**config.mk**
```make
export PLATFORM = sky130hd
export DESIGN_NAME = hazard_scoreboard
export DESIGN_NICKNAME = d
export VERILOG_FILES = /design/src/rtl/hazard_scb_pkg.sv /design/src/rtl/hazard_scb_match.sv /design/src/rtl/hazard_scoreboard.sv
export SDC_FILE = /design/constraint.sdc
export NUM_CORES = 1
export LEC_CHECK = 0
export ABC_AREA = 1
export BUFFER_PORTS_ARGS = -buffer_cell sky130_fd_sc_hd__buf_2
export CORE_MARGIN = 3
export CORE_UTILIZATION = 50
export DETAILED_ROUTE_END_ITERATION = 16
export MAX_ROUTING_LAYER = met4
export PLACE_DENSITY_LB_ADDON = 0.08
export SLEW_MARGIN = 10
export SYNTH_ARGS = -nofsm -noshare
export SYNTH_HDL_FRONTEND = slang
export SYNTH_HIERARCHICAL = 1
export SYNTH_SLANG_ARGS = --single-unit
```
**constraint.sdc**
```tcl
create_clock -name clk -period 1.4 [get_ports clk]
set_clock_uncertainty 0.05 [all_clocks]
set_input_delay 0.07 -clock clk [delete_from_list [all_inputs] [get_ports clk]]
set_output_delay 0.07 -clock clk [all_outputs]
set_load 0.02 [all_outputs]
```
**src/rtl/hazard_scb_pkg.sv**
```systemverilog
// Shared definitions for the hazard scoreboard: entry layout, encodings and
// the entry-width helper used by the top and the match comparator.
package hazard_scb_pkg;

  // Layout reference for the default 5-bit register index. Modules that take
  // REG_AW as a parameter declare a local struct with the same field order.
  localparam int REG_AW_DEF = 5;

  typedef struct packed {
    logic                  valid;
    logic                  is_load;
    logic [REG_AW_DEF-1:0] dst;
  } scb_entry_t;

  // Forwarding select value meaning "no older producer matches".
  localparam int FWD_NONE = 0;

  // Architectural register 0 is hard-wired and never creates a hazard.
  localparam int REG_ZERO = 0;

  // Width of one {valid, is_load, dst} entry.
  function automatic int entry_w(input int reg_aw);
    return reg_aw + 2;
  endfunction

endpackage

```
**src/rtl/hazard_scb_match.sv**
```systemverilog
// Priority comparator: returns the lowest-numbered (youngest) valid stage
// whose destination equals the source register, or FWD_NONE.
// Purely combinational; one instance per decode source operand.
module hazard_scb_match
  import hazard_scb_pkg::*;
#(
  parameter int REG_AW = 5,
  parameter int DEPTH  = 3,
  parameter int SEL_W  = 2
) (
  input  logic [DEPTH*(REG_AW+2)-1:0] slots_i,
  input  logic [REG_AW-1:0]           src_i,
  output logic [SEL_W-1:0]            sel_o
);

  localparam int EW = entry_w(REG_AW);

  // Walk from oldest to youngest so the youngest match is written last.
  always_comb begin
    sel_o = SEL_W'(FWD_NONE);
    for (int k = DEPTH; k >= 1; k--) begin
      if (slots_i[k*EW-1] &&
          (slots_i[(k-1)*EW +: REG_AW] == src_i) &&
          (src_i != REG_AW'(REG_ZERO))) begin
        sel_o = SEL_W'(k);
      end
    end
  end

endmodule

```
**src/rtl/hazard_scoreboard.sv**
```systemverilog
// Destination-register history for the last DEPTH issued instructions with
// youngest-match forwarding selects and a load-use stall request.
// Optional load-use stall counter enabled by defining HAZARD_SCB_STATS_EN.
// Handshake: none; adv=1 shifts the history one stage at the rising edge,
// flush=1 clears it (and drops the incoming instruction), otherwise it holds.
module hazard_scoreboard
  import hazard_scb_pkg::*;
#(
  parameter int REG_AW = 5,
  parameter int DEPTH  = 3,   // legal 1..7, and 2**SEL_W must exceed DEPTH
  parameter int SEL_W  = 2
) (
  input  logic                        clk,
  input  logic                        rst,
  input  logic                        adv,
  input  logic                        in_valid,
  input  logic                        in_wen,
  input  logic [REG_AW-1:0]           in_dst,
  input  logic                        in_is_load,
  input  logic                        flush,
  input  logic [REG_AW-1:0]           src_a,
  input  logic [REG_AW-1:0]           src_b,
`ifdef HAZARD_SCB_STATS_EN
  input  logic                        stats_clr,
  output logic [31:0]                 stall_cnt,
`endif
  output logic [SEL_W-1:0]            fwd_sel_a,
  output logic [SEL_W-1:0]            fwd_sel_b,
  output logic                        load_use_stall,
  output logic [DEPTH*(REG_AW+2)-1:0] slot_bus
);

  localparam int EW = entry_w(REG_AW);

  typedef struct packed {
    logic              valid;
    logic              is_load;
    logic [REG_AW-1:0] dst;
  } entry_t;

  // Index 0 is stage 1 (youngest).
  entry_t stage_q [DEPTH];
  entry_t stage_d [DEPTH];
  entry_t new_entry;

  // Only a real register write to a non-zero register becomes a valid entry;
  // everything else enters as an all-zero bubble.
  always_comb begin
    new_entry = '0;
    if (in_valid && in_wen && (in_dst != REG_AW'(REG_ZERO))) begin
      new_entry.valid   = 1'b1;
      new_entry.is_load = in_is_load;
      new_entry.dst     = in_dst;
    end
  end

  // Next history: flush beats advance, advance beats hold.
  always_comb begin
    stage_d = stage_q;
    if (flush) begin
      for (int k = 0; k < DEPTH; k++) stage_d[k] = '0;
    end else if (adv) begin
      stage_d[0] = new_entry;
      for (int k = 1; k < DEPTH; k++) stage_d[k] = stage_q[k-1];
    end
  end

  // History register with asynchronous clear.
  always_ff @(posedge clk or negedge rst) begin
    if (!rst) begin
      for (int k = 0; k < DEPTH; k++) stage_q[k] <= '0;
    end else begin
      stage_q <= stage_d;
    end
  end

  // Debug view: stage k occupies bits [k*EW-1 -: EW].
  for (genvar g = 0; g < DEPTH; g++) begin : g_slot
    assign slot_bus[g*EW +: EW] = stage_q[g];
  end

  hazard_scb_match #(.REG_AW(REG_AW), .DEPTH(DEPTH), .SEL_W(SEL_W)) u_match_a (
    .slots_i (slot_bus),
    .src_i   (src_a),
    .sel_o   (fwd_sel_a)
  );

  hazard_scb_match #(.REG_AW(REG_AW), .DEPTH(DEPTH), .SEL_W(SEL_W)) u_match_b (
    .slots_i (slot_bus),
    .src_i   (src_b),
    .sel_o   (fwd_sel_b)
  );

  // A load one stage ahead cannot forward in time; older loads forward normally.
  assign load_use_stall = stage_q[0].valid && stage_q[0].is_load &&
                          (((stage_q[0].dst == src_a) && (src_a != REG_AW'(REG_ZERO))) ||
                           ((stage_q[0].dst == src_b) && (src_b != REG_AW'(REG_ZERO))));

`ifdef HAZARD_SCB_STATS_EN
  logic [31:0] stall_cnt_q;
  logic [31:0] stall_cnt_d;

  // Saturating stall counter; clear wins over increment.
  always_comb begin
    stall_cnt_d = stall_cnt_q;
    if (stats_clr) begin
      stall_cnt_d = '0;
    end else if (load_use_stall && (stall_cnt_q != 32'hFFFF_FFFF)) begin
      stall_cnt_d = stall_cnt_q + 32'd1;
    end
  end

  // Counter register with asynchronous clear.
  always_ff @(posedge clk or negedge rst) begin
    if (!rst) stall_cnt_q <= '0;
    else      stall_cnt_q <= stall_cnt_d;
  end

  assign stall_cnt = stall_cnt_q;
`endif

endmodule
```
### After elaboration in Yosys (flattened, before gate mapping)

Index checks and enable logic that the tools add are counted.

| storage, ports and cells | value |
|---|---|
| bits in registers | 21 |
| input port bits | 22 |

| operators by class | value |
|---|---|
| equal/unequal tests | 6 |
| muxes and demuxes | 9 |
| reduce and logical (&&, ||, !) cells | 23 |

Operators by type and width:

| kind | count |
|---|---|
| $mux 21 | 2 |
| $eq 5x5->1 | 6 |
| $logic_and 1x1->1 | 18 |
| $reduce_bool 5->1 | 3 |
| $mux 2 | 6 |
| $mux 7 | 1 |
| $reduce_bool 2->1 | 1 |
| $logic_or 1x1->1 | 1 |

### Logic depth before layout (Yosys ltp)

| depth | value |
|---|---|
| word-level depth | 6 |
| depth in mapped cells | 8 |
| mapped depth without buffers | 8 |

### Cells and area by module

The synthesis kept the hierarchy.

By module, submodules not included:

| module | times used | cells an instance | area an instance (sq um) |
|---|---|---|---|
| hazard_scoreboard | 1 | 139 | 1131.1 |
| hazard_scb_match | 2 | 82 | 324.1 |

### Least setup slack after synthesis

No wires, ideal clock.

| timing path | value |
|---|---|
| path type | register to output |
| start | register stage_q (netlist bit slot_bus[0]) |
| end | output load_use_stall |
| data arrival time | 1.258 ns |
| required time | 1.280 ns |
| slack | 0.022 ns |
| cell stages (with the launch flop) | 7 |
| path buffers | 0 |
| path through | dfrtp_1 -> inv_2 -> nand2_1 -> nand2_1 -> nor2_1 -> nand3_1 -> a21oi_1 |

| between the ends | value |
|---|---|
| word-level cells in the longest chain between the ends | 4 |

Ends and longest elaborated chain:

| item | line | source |
|---|---|---|
| start, declared | hazard_scoreboard.sv:42 | `entry_t stage_q [DEPTH];` |
| start signal, assigned | hazard_scoreboard.sv:73 | `stage_q <= stage_d;` |
| $eq 5x5->1 (on tied branches) | hazard_scoreboard.sv:96, hazard_scoreboard.sv:97 |  |
| $logic_and 1x1->1 (on tied branches) | hazard_scoreboard.sv:96, hazard_scoreboard.sv:97 |  |
| $logic_or 1x1->1 * | hazard_scoreboard.sv:96 | `(((stage_q[0].dst == src_a) && (src_a != REG_AW'(REG_ZERO))) \|\|` |
| $logic_and 1x1->1 * | hazard_scoreboard.sv:95 | `assign load_use_stall = stage_q[0].valid && stage_q[0].is_load &&` |
| end, declared | hazard_scoreboard.sv:29 | `output logic load_use_stall,` |

Mark *: on every way between the ends. The rest lies on a longest branch, timed or not.

### Worst setup path in the final report

| timing path | value |
|---|---|
| start | register stage_q (netlist bit slot_bus[8]) |
| end | output fwd_sel_b[1] |

| between the ends | value |
|---|---|
| word-level cells in the longest chain between the ends | 5 |

Ends and longest elaborated chain:

| item | line | source |
|---|---|---|
| $eq 5x5->1 | hazard_scb_match.sv:23 | `(slots_i[(k-1)*EW +: REG_AW] == src_i) &&` |
| $logic_and 1x1->1 | hazard_scb_match.sv:22 | `if (slots_i[k*EW-1] &&` |
| $logic_and 1x1->1 | hazard_scb_match.sv:23 |  |
| $mux 2 (2 in a row) | hazard_scb_match.sv:22 |  |
| end, declared | hazard_scoreboard.sv:28 | `output logic [SEL_W-1:0] fwd_sel_b,` |

Every way passes these cells.

==> out/results.ini <==
[run_status]
outcome=finished with violations
violations=negative setup slack

[layout]
drive_gt1_share_pct=30.00
largest_reg_flops=21
register_area_sq_um=539.3
n_fill_cell=309
nets=393
final_core_util_pct=67.40
multi_input_area_sq_um=1028
area_growth_pct=28.41
antenna_cells=0

[power_and_ir_drop]
p_per_area_nw_per_um2=537.3
peakVddDrop_uv=640.6
p_leak_uw=0.001241

[route]
wl_per_cell_microns=11.69
wl_microns=4864
initialDrtViolationCount=88
ant_nets=0
avgViaCountPerCell=4.776
dr.pass1.iters=4
vias=1987
drc_errors=0

[floorplanning]
dieHeight_microns=65.65
die-area_sq_um=4310
top_level_ports=48
rows=21
initial_utilization_pct=52.49
core_area_sq_um=3390
dieWidth_microns=65.65

[logic_synthesis]
synth_top_area_cell=dfrtp_1
syn_area_sq_um=1779
synth_seq_area_share_pct=29.54
yosys_warnings=6
avgSynthCellArea_sq_um=5.872
synth_area_leaders=dfrtp_1 30%, nand2_1 27%, inv_1 10%, nor2_1 9.3%, o22ai_2 4.2%
synth.ff_latch_count=21
synth_top_area_share_pct=29.54
synth.distinct_cells=18
synthCells=303
syn_nets=325

[global_routing]
grt_overflow=0
grt_max_degree=22
grt_pass1_vias=1735
grt_antenna_before_repair=0
grt_first_pass_wirelength_microns=8052
grt_use_total_pct=24.84

[clock_tree]
h-tree-depth=1
numCtsBuffers=3
cts_tree=built
cts.clk_slew.worst_paths_ns=0.12
clockBufferDepth=2
clkLatencyLatePin_ns=0.31
clockRootBuffer=clkbuf_4
cts_sinks=21

[placed_design]
hpwl_microns=3578
numPortBuffers=47
post-place-ws_ns=0.03549
place.gp.congestion=0.8800

[setup_path]
start_kind=flop
critPathCaptureType=output port
arrival_ns=1.49
cp_max_fo=4
worstPathRequired_ns=1.28
path_class=reg2out
cp-startpoint=slot_bus[8]
rr_startpoint=slot_bus[8]

[sta]
timing.hold.ws_ns=0.009425
slew_violations=0
max_freq_mhz=620.1
hold_viol_final=0
worst_pin_slew_ns=0.4530
slew_headroom_pct=69.80
rsz0062_at_grt=true
period_share_pct=115.2
setup_viol=5
final.setup.worst_slack_ns=-0.2127
period_needed_ns=1.613

[min_path]
min_path_type=in2reg
worstHoldStart=in_dst[0]

[flow_run]
drv_cap=0

[path summary, 6_finish.rpt]
kind,cells after the start,to,slack [ns]
setup reg to reg,4,slot_bus[8],0.35
hold / removal,3,slot_bus[0],0.009
hold reg to reg,2,slot_bus[19],0.48
setup / recovery,9,fwd_sel_b[1],-0.21
max in group asynchronous,2,slot_bus[1],0.78
min in group asynchronous,2,slot_bus[6],0.17
[report_power, final]
part,internal (uW),switching (uW)
Sequential,616,16.9
Combinational,109,190
Clock,107,188
[critical path: stages, from the launching register on]
cell and delay (ns):
dfrtp_1 0.46, inv_1 0.08, nand2_1 0.06, nand2_1 0.05, nor2_1 0.08, nand2_1 0.07
nor2_1 0.10, nor2_1 0.05, nor2_1 0.08, buf_4 0.14
[layer usage]
metal / track usage, % / part of all wire [%]
met2: 42.30 / 48
met1: 32.09 / 45
met5: - / 0
met4: 6.995 / 1.7
met3: 1.197 / 5.8
[final cells by class]
| type | count | area share [%] |
|---|---|---|
| Inverter | 59 | 9.912 |
| Clock buffer | 3 | 0.9858 |
| Timing Repair Buffer | 65 | 17.74 |
| Sequential cell | 21 | 23.60 |
| Multi-Input combinational cell | 221 | 45.02 |
| Clock inverter | 1 | 0.2191 |
| Tap cell | 46 | 2.519 |
[metrics by stage]
step	instance area (sq um)	total power (uW)	TNS, ns	instances
floorplan	1779	807.3	0	303
global placement	2057	910.9	0	395
detailed placement	2057	913.8	0	395
CTS	2230	1217	-0.9716	412
global route	2285	1285	-1.594	416
finish	2285	1228	-0.9730	416
[cell families (layout without fill, tap and decap cells)]
kind of cell / count (synthesis) / after routing / share of synthesized area, %
AO/OA/AOI/OAI: 30 / 30 / 11.60
XOR/XNOR: 2 / 2 / 0.9847
buffers and inverters: 61 / 128 / 13.85
flip-flops: 21 / 21 / 29.54
AND/OR/NAND/NOR: 189 / 189 / 44.02
[cells in the mapped netlist]
| master | number |
|---|---|
| nor3_1 | 1 |
| inv_1 | 48 |
| nand2_8 | 1 |
| a21oi_1 | 1 |
| xor2_1 | 2 |
| inv_4 | 1 |
| buf_6 | 2 |
| o21ai_2 | 3 |
| dfrtp_1 | 21 |
| o21ai_1 | 11 |
| nor2_1 | 44 |
| o21ai_0 | 9 |
| nor2_8 | 2 |
| inv_2 | 10 |
| nor2_2 | 4 |
| nand3_1 | 11 |
| nand2_1 | 126 |
| o22ai_2 | 6 |
[timing repair]
action,in CTS,in global routing
hold endpoints to repair,26,0
buffers inserted,7,4
hold buffers,6,0
gates resized for setup,17,15
endpoints found under the setup margin,5,5
pin swaps,0,13
[cells in the final DEF, fill, tap and decap left out]
| cell type | count |
|---|---|
| dfrtp_1 | 10 |
| dfrtp_2 | 11 |
| nor3_1 | 1 |
| clkbuf_4 | 3 |
| buf_6 | 2 |
| nor2_1 | 39 |
| clkinv_2 | 1 |
| nand2_2 | 2 |
| nor2_8 | 2 |
| inv_1 | 46 |
| inv_2 | 11 |
| nand2_8 | 1 |
| o22ai_2 | 6 |
| inv_4 | 2 |
| o21ai_2 | 3 |
| nand2_1 | 124 |
| nor2_2 | 9 |
| buf_2 | 42 |
| xor2_1 | 2 |
| buf_4 | 15 |
| dlygate4sd3_1 | 6 |
| nand3_1 | 11 |
| o21ai_0 | 6 |
| o21ai_1 | 14 |
| a21oi_2 | 1 |
Power figures use the tool's default switching activity.
